===== config.mk =====
export PLATFORM = sky130hd
export DESIGN_NAME = fsm_seq_arb
export DESIGN_NICKNAME = d
export VERILOG_FILES = /design/src/rtl/fsm_seq_arb.sv
export SDC_FILE = /design/constraint.sdc
export NUM_CORES = 1
export LEC_CHECK = 0
export CAP_MARGIN = 20
export CELL_PAD_IN_SITES_DETAIL_PLACEMENT = 0
export CELL_PAD_IN_SITES_GLOBAL_PLACEMENT = 1
export CORE_MARGIN = 3
export CORE_UTILIZATION = 26
export DETAILED_ROUTE_END_ITERATION = 6
export PLACE_DENSITY_LB_ADDON = 0.1
export REMOVE_ABC_BUFFERS = 1
export SYNTH_ARGS = -nofsm -noshare
export SYNTH_HDL_FRONTEND = slang
export SYNTH_SLANG_ARGS = --single-unit

===== constraint.sdc =====
create_clock -name clk_i -period 1.8 [get_ports clk_i]
set_input_delay 0.27 -clock clk_i [delete_from_list [all_inputs] [get_ports clk_i]]
set_output_delay 0.27 -clock clk_i [all_outputs]
set_load 0.01 [all_outputs]

===== src/rtl/fsm_seq_arb.sv =====
// fsm_seq_arb: round-robin sequencer sharing one flag-reporting FSM unit between NumReq requesters
// Ports: clk_i/rst_ni (async active-low); req_valid_i/req_data_i/req_ready_o request side;
// unit_data_o/unit_start_o/unit_stop_o/unit_flag_i/unit_result_i shared unit side;
// rsp_valid_o/rsp_ready_i/rsp_id_o/rsp_data_o/rsp_timeout_o response side;
// stat_done_o/stat_timeout_o counters, live only when FSM_SEQ_STATS_EN is defined.
module fsm_seq_arb #(
  parameter int NumReq        = 2,
  parameter int TimeoutCycles = 15,
  parameter int IdW           = $clog2(NumReq)
) (
  input  logic                   clk_i,
  input  logic                   rst_ni,
  input  logic [NumReq-1:0]      req_valid_i,
  input  logic [NumReq-1:0][7:0] req_data_i,
  output logic [NumReq-1:0]      req_ready_o,
  output logic [7:0]             unit_data_o,
  output logic                   unit_start_o,
  output logic                   unit_stop_o,
  input  logic                   unit_flag_i,
  input  logic [7:0]             unit_result_i,
  output logic                   rsp_valid_o,
  input  logic                   rsp_ready_i,
  output logic [IdW-1:0]         rsp_id_o,
  output logic [7:0]             rsp_data_o,
  output logic                   rsp_timeout_o,
  output logic [15:0]            stat_done_o,
  output logic [15:0]            stat_timeout_o
);
  typedef enum logic [1:0] {IDLE, ISSUE, WAIT, RESP} state_e;
  state_e         state_q, state_d;
  logic [IdW-1:0] last_q, last_d, id_q, id_d, gnt, idx;
  logic [7:0]     op_q, op_d, data_q, data_d, cnt_q, cnt_d;
  logic           tmo_q, tmo_d, found, hit_limit;
  // first valid requester searching cyclically from last_q+1
  always_comb begin
    gnt   = '0;
    idx   = '0;
    found = 1'b0;
    for (int i = 1; i <= NumReq; i++) begin
      idx = IdW'((int'(last_q) + i) % NumReq);
      if (!found && req_valid_i[idx]) begin
        found = 1'b1;
        gnt   = idx;
      end
    end
  end
  assign hit_limit = cnt_q == 8'(TimeoutCycles - 1);
  always_comb begin
    state_d = state_q;
    last_d  = last_q;
    id_d    = id_q;
    op_d    = op_q;
    data_d  = data_q;
    cnt_d   = cnt_q;
    tmo_d   = tmo_q;
    case (state_q)
      IDLE: if (found) begin
        state_d = ISSUE;
        last_d  = gnt;
        id_d    = gnt;
        op_d    = req_data_i[gnt];
      end
      ISSUE: begin
        state_d = WAIT;
        cnt_d   = '0;
      end
      WAIT: begin
        // a flag arriving in the final wait cycle still wins over the abort
        state_d = (unit_flag_i || hit_limit) ? RESP : WAIT;
        data_d  = unit_flag_i ? unit_result_i : (hit_limit ? '0 : data_q);
        tmo_d   = unit_flag_i ? 1'b0 : (hit_limit ? 1'b1 : tmo_q);
        cnt_d   = cnt_q + 8'd1;
      end
      RESP: state_d = rsp_ready_i ? IDLE : RESP;
    endcase
  end
  always_comb begin
    req_ready_o = '0;
    if (state_q == IDLE && found) req_ready_o[gnt] = 1'b1;
    unit_start_o = state_q == ISSUE;
    unit_data_o  = (state_q == ISSUE || state_q == WAIT) ? op_q : '0;
    unit_stop_o  = state_q == WAIT && !unit_flag_i && hit_limit;
    rsp_valid_o  = state_q == RESP;
  end
  assign rsp_id_o      = id_q;
  assign rsp_data_o    = data_q;
  assign rsp_timeout_o = tmo_q;
  always_ff @(posedge clk_i or negedge rst_ni) begin
    if (!rst_ni) begin
      state_q <= IDLE;
      last_q  <= IdW'(NumReq - 1);
      id_q    <= '0;
      op_q    <= '0;
      data_q  <= '0;
      cnt_q   <= '0;
      tmo_q   <= 1'b0;
    end else begin
      state_q <= state_d;
      last_q  <= last_d;
      id_q    <= id_d;
      op_q    <= op_d;
      data_q  <= data_d;
      cnt_q   <= cnt_d;
      tmo_q   <= tmo_d;
    end
  end
`ifdef FSM_SEQ_STATS_EN
  logic [15:0] done_q, done_d, tout_q, tout_d;
  logic        rsp_hs;
  always_comb begin
    rsp_hs = state_q == RESP && rsp_ready_i;
    done_d = (rsp_hs && !tmo_q && done_q != 16'hFFFF) ? done_q + 16'd1 : done_q;
    tout_d = (rsp_hs && tmo_q && tout_q != 16'hFFFF) ? tout_q + 16'd1 : tout_q;
  end
  always_ff @(posedge clk_i or negedge rst_ni) begin
    if (!rst_ni) begin
      done_q <= '0;
      tout_q <= '0;
    end else begin
      done_q <= done_d;
      tout_q <= tout_d;
    end
  end
  assign stat_done_o    = done_q;
  assign stat_timeout_o = tout_q;
`else
  assign stat_done_o    = '0;
  assign stat_timeout_o = '0;
`endif
endmodule


# == Word level (Yosys, flattened, before mapping) ==
# Cells that the tools add are included.
# totals
input_bits,30
reg_bits,29
# op_classes
order_cmp,4
n_eq_ne,5
n_reduce_logical,14
muxes,23
addsub,3
# ops
operator,n
two-way mux 8 bit,5
case mux 8 bit (2 select lines),1
two-way mux 1 bit,12
"adder 8 x 1 -> 8 bit, second input constant",1
"== test 8 x 4 -> 1 bit, second input constant",1
case mux 2 bit (4 select lines),1
"less-than comparator 1 x 2 -> 1 bit, second input constant",3
two-way mux 2 bit,3
logical AND 1 bit,5
"== test 2 bit, second input constant",2
AND reduction 2 bit,2
nonzero test 2 bit,2
"adder 1 bit, second input constant",2
"== test 2 x 1 -> 1 bit, second input constant",1
logical NOT 1 bit,2
logical NOT 2 bit,1
logical OR 1 bit,2
"inequality test 2 bit, second input constant",1
demux 1 bit (select 1 bit),1
">= comparator 1 bit, second input constant",1

# == Logic depth before layout (Yosys ltp) ==
# logic_depth
depth_word,12
mapped_depth,7

# == Least setup slack after synthesis ==
# Ideal clock, no wire load.
# synth_path
kind,register to register
from,reg state_q[0]
to,reg state_q[0]
arrival_time_ns,1.536
path_buffers,2
path_stages_with_launch,8
setup_ns,0.121
slack_ns,0.143
cell_sequence,dfrtp_1 -> inv_1 -> ha_1 -> buf_6 -> and2_4 -> buf_6 -> or3_1 -> o22a_1
# synth_via
elab_chain_cells,2
elab_cells_between_ends,6
# synth_rtl
element,line_no,source
start: declaration,30,"state_e state_q, state_d;"
start signal: assignment,98,state_q <= state_d;
== test 2 bit (tied with other cells),56,case (state_q)
case mux 2 bit (4 select lines) or inequality test 2 bit (tied branches),--,
# Several ways; a longest one is shown, not always the timed one.
# A chain may end at the register's enable or synchronous reset.

# == Final worst setup path ==
# layout_path
from,reg state_q[0]
to,out unit_stop_o
# layout_via
elab_chain_cells,3
# layout_rtl
element,line_no,source
== test 2 bit,82,unit_stop_o = state_q == WAIT && !unit_flag_i && hit_limit;
logical AND 1 bit (2 in series),82,
end: declaration,18,"output logic unit_stop_o,"
# Every way passes these cells.

==> load_flow_metrics.sql <==
INSERT INTO impl_metrics (metric_group, metric, value, unit) VALUES
('detailed_routing', 'drt_first_pass_iters', '4', ''),
('worst_setup_path', 'worst-endpoint-required', '1530', 'ps'),
('detailed_routing', 'routed_wire_per_std_cell', '12.0', 'µm'),
('logic_synthesis', 'adder_cell_share_of_the_synthesized_area', '0.0439', ''),
('timing', 'layout_min_cycle_time', '1770', 'ps'),
('layout', 'design_area', '0.00247', 'mm²'),
('cts', 'cts-htree-levels', '2', ''),
('logic_synthesis', 'synthSimpleGateAreaFrac', '0.195', ''),
('power', 'cellLeakagePower', '0.00119', 'µW'),
('placed_design', 'gpl.final_weighted_congestion', '0.715', ''),
('worst_setup_path', 'critPathKind', 'register to primary output', ''),
('floorplanning', 'initial_utilization', '0.279', ''),
('placed_design', 'buffer_ports.inserted', '52', ''),
('power', 'switching_power', '1250', 'µW'),
('cts', 'cts.sink_count', '29', ''),
('worst_setup_path', 'crit_path_max_incr_delay', '370', 'ps'),
('detailed_routing', 'vias', '1426', ''),
('power', 'internal_power', '2290', 'µW'),
('timing', 'clock-skew-final', '6.10', 'ps'),
('layout', 'finish.net_count', '294', ''),
('logic_synthesis', 'proportion_of_synthesized_chip_area_in_sequential_cells', '0.425', ''),
('layout', 'layout-area-overhead-vs-synth', '44.3', '%'),
('floorplanning', 'boundaryPins', '85', ''),
('power', 'power-per-cell-area', '1430', 'mW/mm²'),
('timing', 'timing.final.crit_share', '0.984', ''),
('grt', 'grt_first_pass_wirelength', '6930', 'µm'),
('logic_synthesis', 'synthArstFlopShare', '1.00', ''),
('layout', 'commonest_non_fill_non_tap_cell_in_the_layout', 'clkdlybuf4s50_1', ''),
('floorplanning', 'dieArea', '0.00759', 'mm²'),
('worst_setup_path', 'cp-start-kind', 'register', ''),
('layout', 'layout-drive-gt1-share', '0.205', ''),
('cts', 'cts_tree', 'yes', ''),
('logic_synthesis', 'syn-mean-instance-area', '9.56', 'µm²'),
('placed_design', 'dpl_cell_area', '0.00236', 'mm²'),
('logic_synthesis', 'compound_gate_fraction_of_synth_area', '0.151', ''),
('min_path', 'timing.hold.worst.class', 'input pin to async pin', ''),
('power', 'max-vdd-ir-drop', '0.000488', 'V'),
('logic_synthesis', 'synth_edf_count', '0', ''),
('power', 'post-layout-total-power', '3540', 'µW'),
('floorplanning', 'core_region_area', '0.00613', 'mm²'),
('placed_design', 'dp.final_hpwl', '3040', 'µm'),
('power', 'pwr-share-comb', '0.558', ''),
('logic_synthesis', 'synth_cells', '179', ''),
('detailed_routing', 'total_wire_length', '4020', 'µm'),
('cts', 'cts_made_buffers', '5', ''),
('logic_synthesis', 'ys_seq_elements', '29', ''),
('logic_synthesis', 'synthesis.area', '0.00171', 'mm²'),
('worst_setup_path', 'critical_path.cell_chain', 'inv_1, ha_1, nand4bb_1, nor4_4, nor2b_2, buf_2', ''),
('worst_setup_path', 'critical_path.max_fanout', '2', ''),
('logic_synthesis', 'warnings_from_yosys', '0', ''),
('detailed_routing', 'via_per_inst', '4.27', ''),
('detailed_routing', 'detail_route.drc_violations', '0', ''),
('layout', 'final_cell_mix', '39 x clkdlybuf4s50_1, 32 x conb_1, 28 x dfrtp_1', ''),
('detailed_routing', 'ant_nets', '0', ''),
('grt', 'grtUsageTotal', '0.114', ''),
('power', 'clockPowerShare', '0.157', ''),
('timing', 'totalNegativeSetupSlack', '0', 'ps'),
('timing', 'final_max_tran_viols', '0', ''),
('power', 'power.sequential.fraction', '0.284', ''),
('timing', 'final.hold.worst_slack', '386', 'ps'),
('run_status', 'outcome', 'complete, no violations', ''),
('worst_setup_path', 'cp_data_arrival_time', '1500', 'ps'),
('flow_run', 'timing.max_cap.violations', '0', ''),
('grt', 'grt_pass1_vias', '1517', ''),
('logic_synthesis', 'post_synth_mux_area_share', '0.00585', ''),
('floorplanning', 'die_y', '87.1', 'µm'),
('cts', 'clk_path_buf_depth', '2', ''),
('floorplanning', 'std_cell_rows', '28', ''),
('timing', 'report.final.setup_viol', '0', ''),
('logic_synthesis', 'ys.flop_type', 'dfrtp_1', ''),
('power', 'power.share.switching', '0.353', '');
-- path summary, 6_finish.rpt --
kind	to	slack (ps)	from	cells after the start
worst max-delay path	unit_stop_o	30	state_q[0]	6
worst min-delay path	rsp_data_o[0]	390	rst_ni	2
worst max register to register	cnt_q[5]	80	state_q[0]	8
worst min register to register	rsp_timeout_o	500	rsp_timeout_o	1
max in group asynchronous	last_q	1090	rst_ni	2
min in group clk_i	rsp_timeout_o	500	rsp_timeout_o	1
-- per-layer routing --
layer  wire length, µm  GRT usage  vias up
met4                 0     0.0251        0
li1                  -          -      708
met5                 0          0        -
met2              1730      0.186       79
met3               516     0.0530        0
met1              1780      0.138      639
-- power by group through the flow --
stage	combinational, µW	sequential, µW	clock [µW]
4_1_cts	1950	1010	585
3_5_place_dp	2010	1020	0
3_3_place_gp	2030	1020	0
2_1_floorplan	850	1070	0
5_1_grt	2210	1040	619
6_report	1980	1010	557
-- through the flow --
| step | setup WS [ps] | cells | utilization |
|---|---|---|---|
| after floorplan | -381 | 173 | - |
| after global placement | -175 | 325 | 0.386 |
| after detailed placement | -263 | 325 | 0.386 |
| after CTS | -29.3 | 333 | 0.396 |
| after global routing | -157 | 334 | 0.402 |
| final | 28.1 | 334 | 0.402 |
-- logic make-up (layout without fill, tap and decap cells) --
kind of cell,after synthesis,in the layout
other cells,1,32
fa+ha+maj,6,6
buf+inv,44,93
flops,29,29
mux,1,1
compound gates,36,36
simple gates,62,62
-- worst max-delay path, delay by kind of cell, from the launching register on --
kind	cells	cell delay [ps]
buffers and inverters	2	200
adder cells (fa/ha/maj)	1	160
flip-flops	1	370
AND/OR/NAND/NOR	3	490
-- sequential cells by signal, summed over array words and instances, names as in the netlist --
signal         count
cnt_q              8
op_q               8
rsp_data_o         8
state_q            2
last_q             1
rsp_id_o           1
rsp_timeout_o      1
-- cell type report --
type | count | area (µm²) | share of cell area
Multi-Input combinational cell | 137 | 843 | 0.342
Tap cell | 75 | 93.8 | 0.0380
Timing Repair Buffer | 78 | 687 | 0.278
Inverter | 7 | 26.3 | 0.0106
Sequential cell | 29 | 727 | 0.295
Clock buffer | 8 | 90.1 | 0.0365
-- cell usage after synthesis (2+ instances only) --
| master | n |
|---|---|
| a221o_1 | 8 |
| nand2b_1 | 4 |
| o21ai_0 | 11 |
| a21oi_1 | 2 |
| or3_1 | 3 |
| or4_1 | 2 |
| nand3_1 | 5 |
| ha_1 | 6 |
| nand2_1 | 23 |
| nor2b_1 | 2 |
| buf_2 | 2 |
| and2_1 | 16 |
| dfrtp_1 | 28 |
| inv_1 | 7 |
| buf_4 | 32 |
| a21o_1 | 3 |
| buf_6 | 2 |
| o211ai_1 | 2 |
-- what timing repair did --
item / in CTS / in global routing
resized for setup: 43 / 11
setup buffers: 0 / 1
pin swaps: 1 / 0
hold buffers: 0 / 0
endpoints found under the setup margin: 15 / 8
Note: power is estimated with default switching activity, not from simulation.
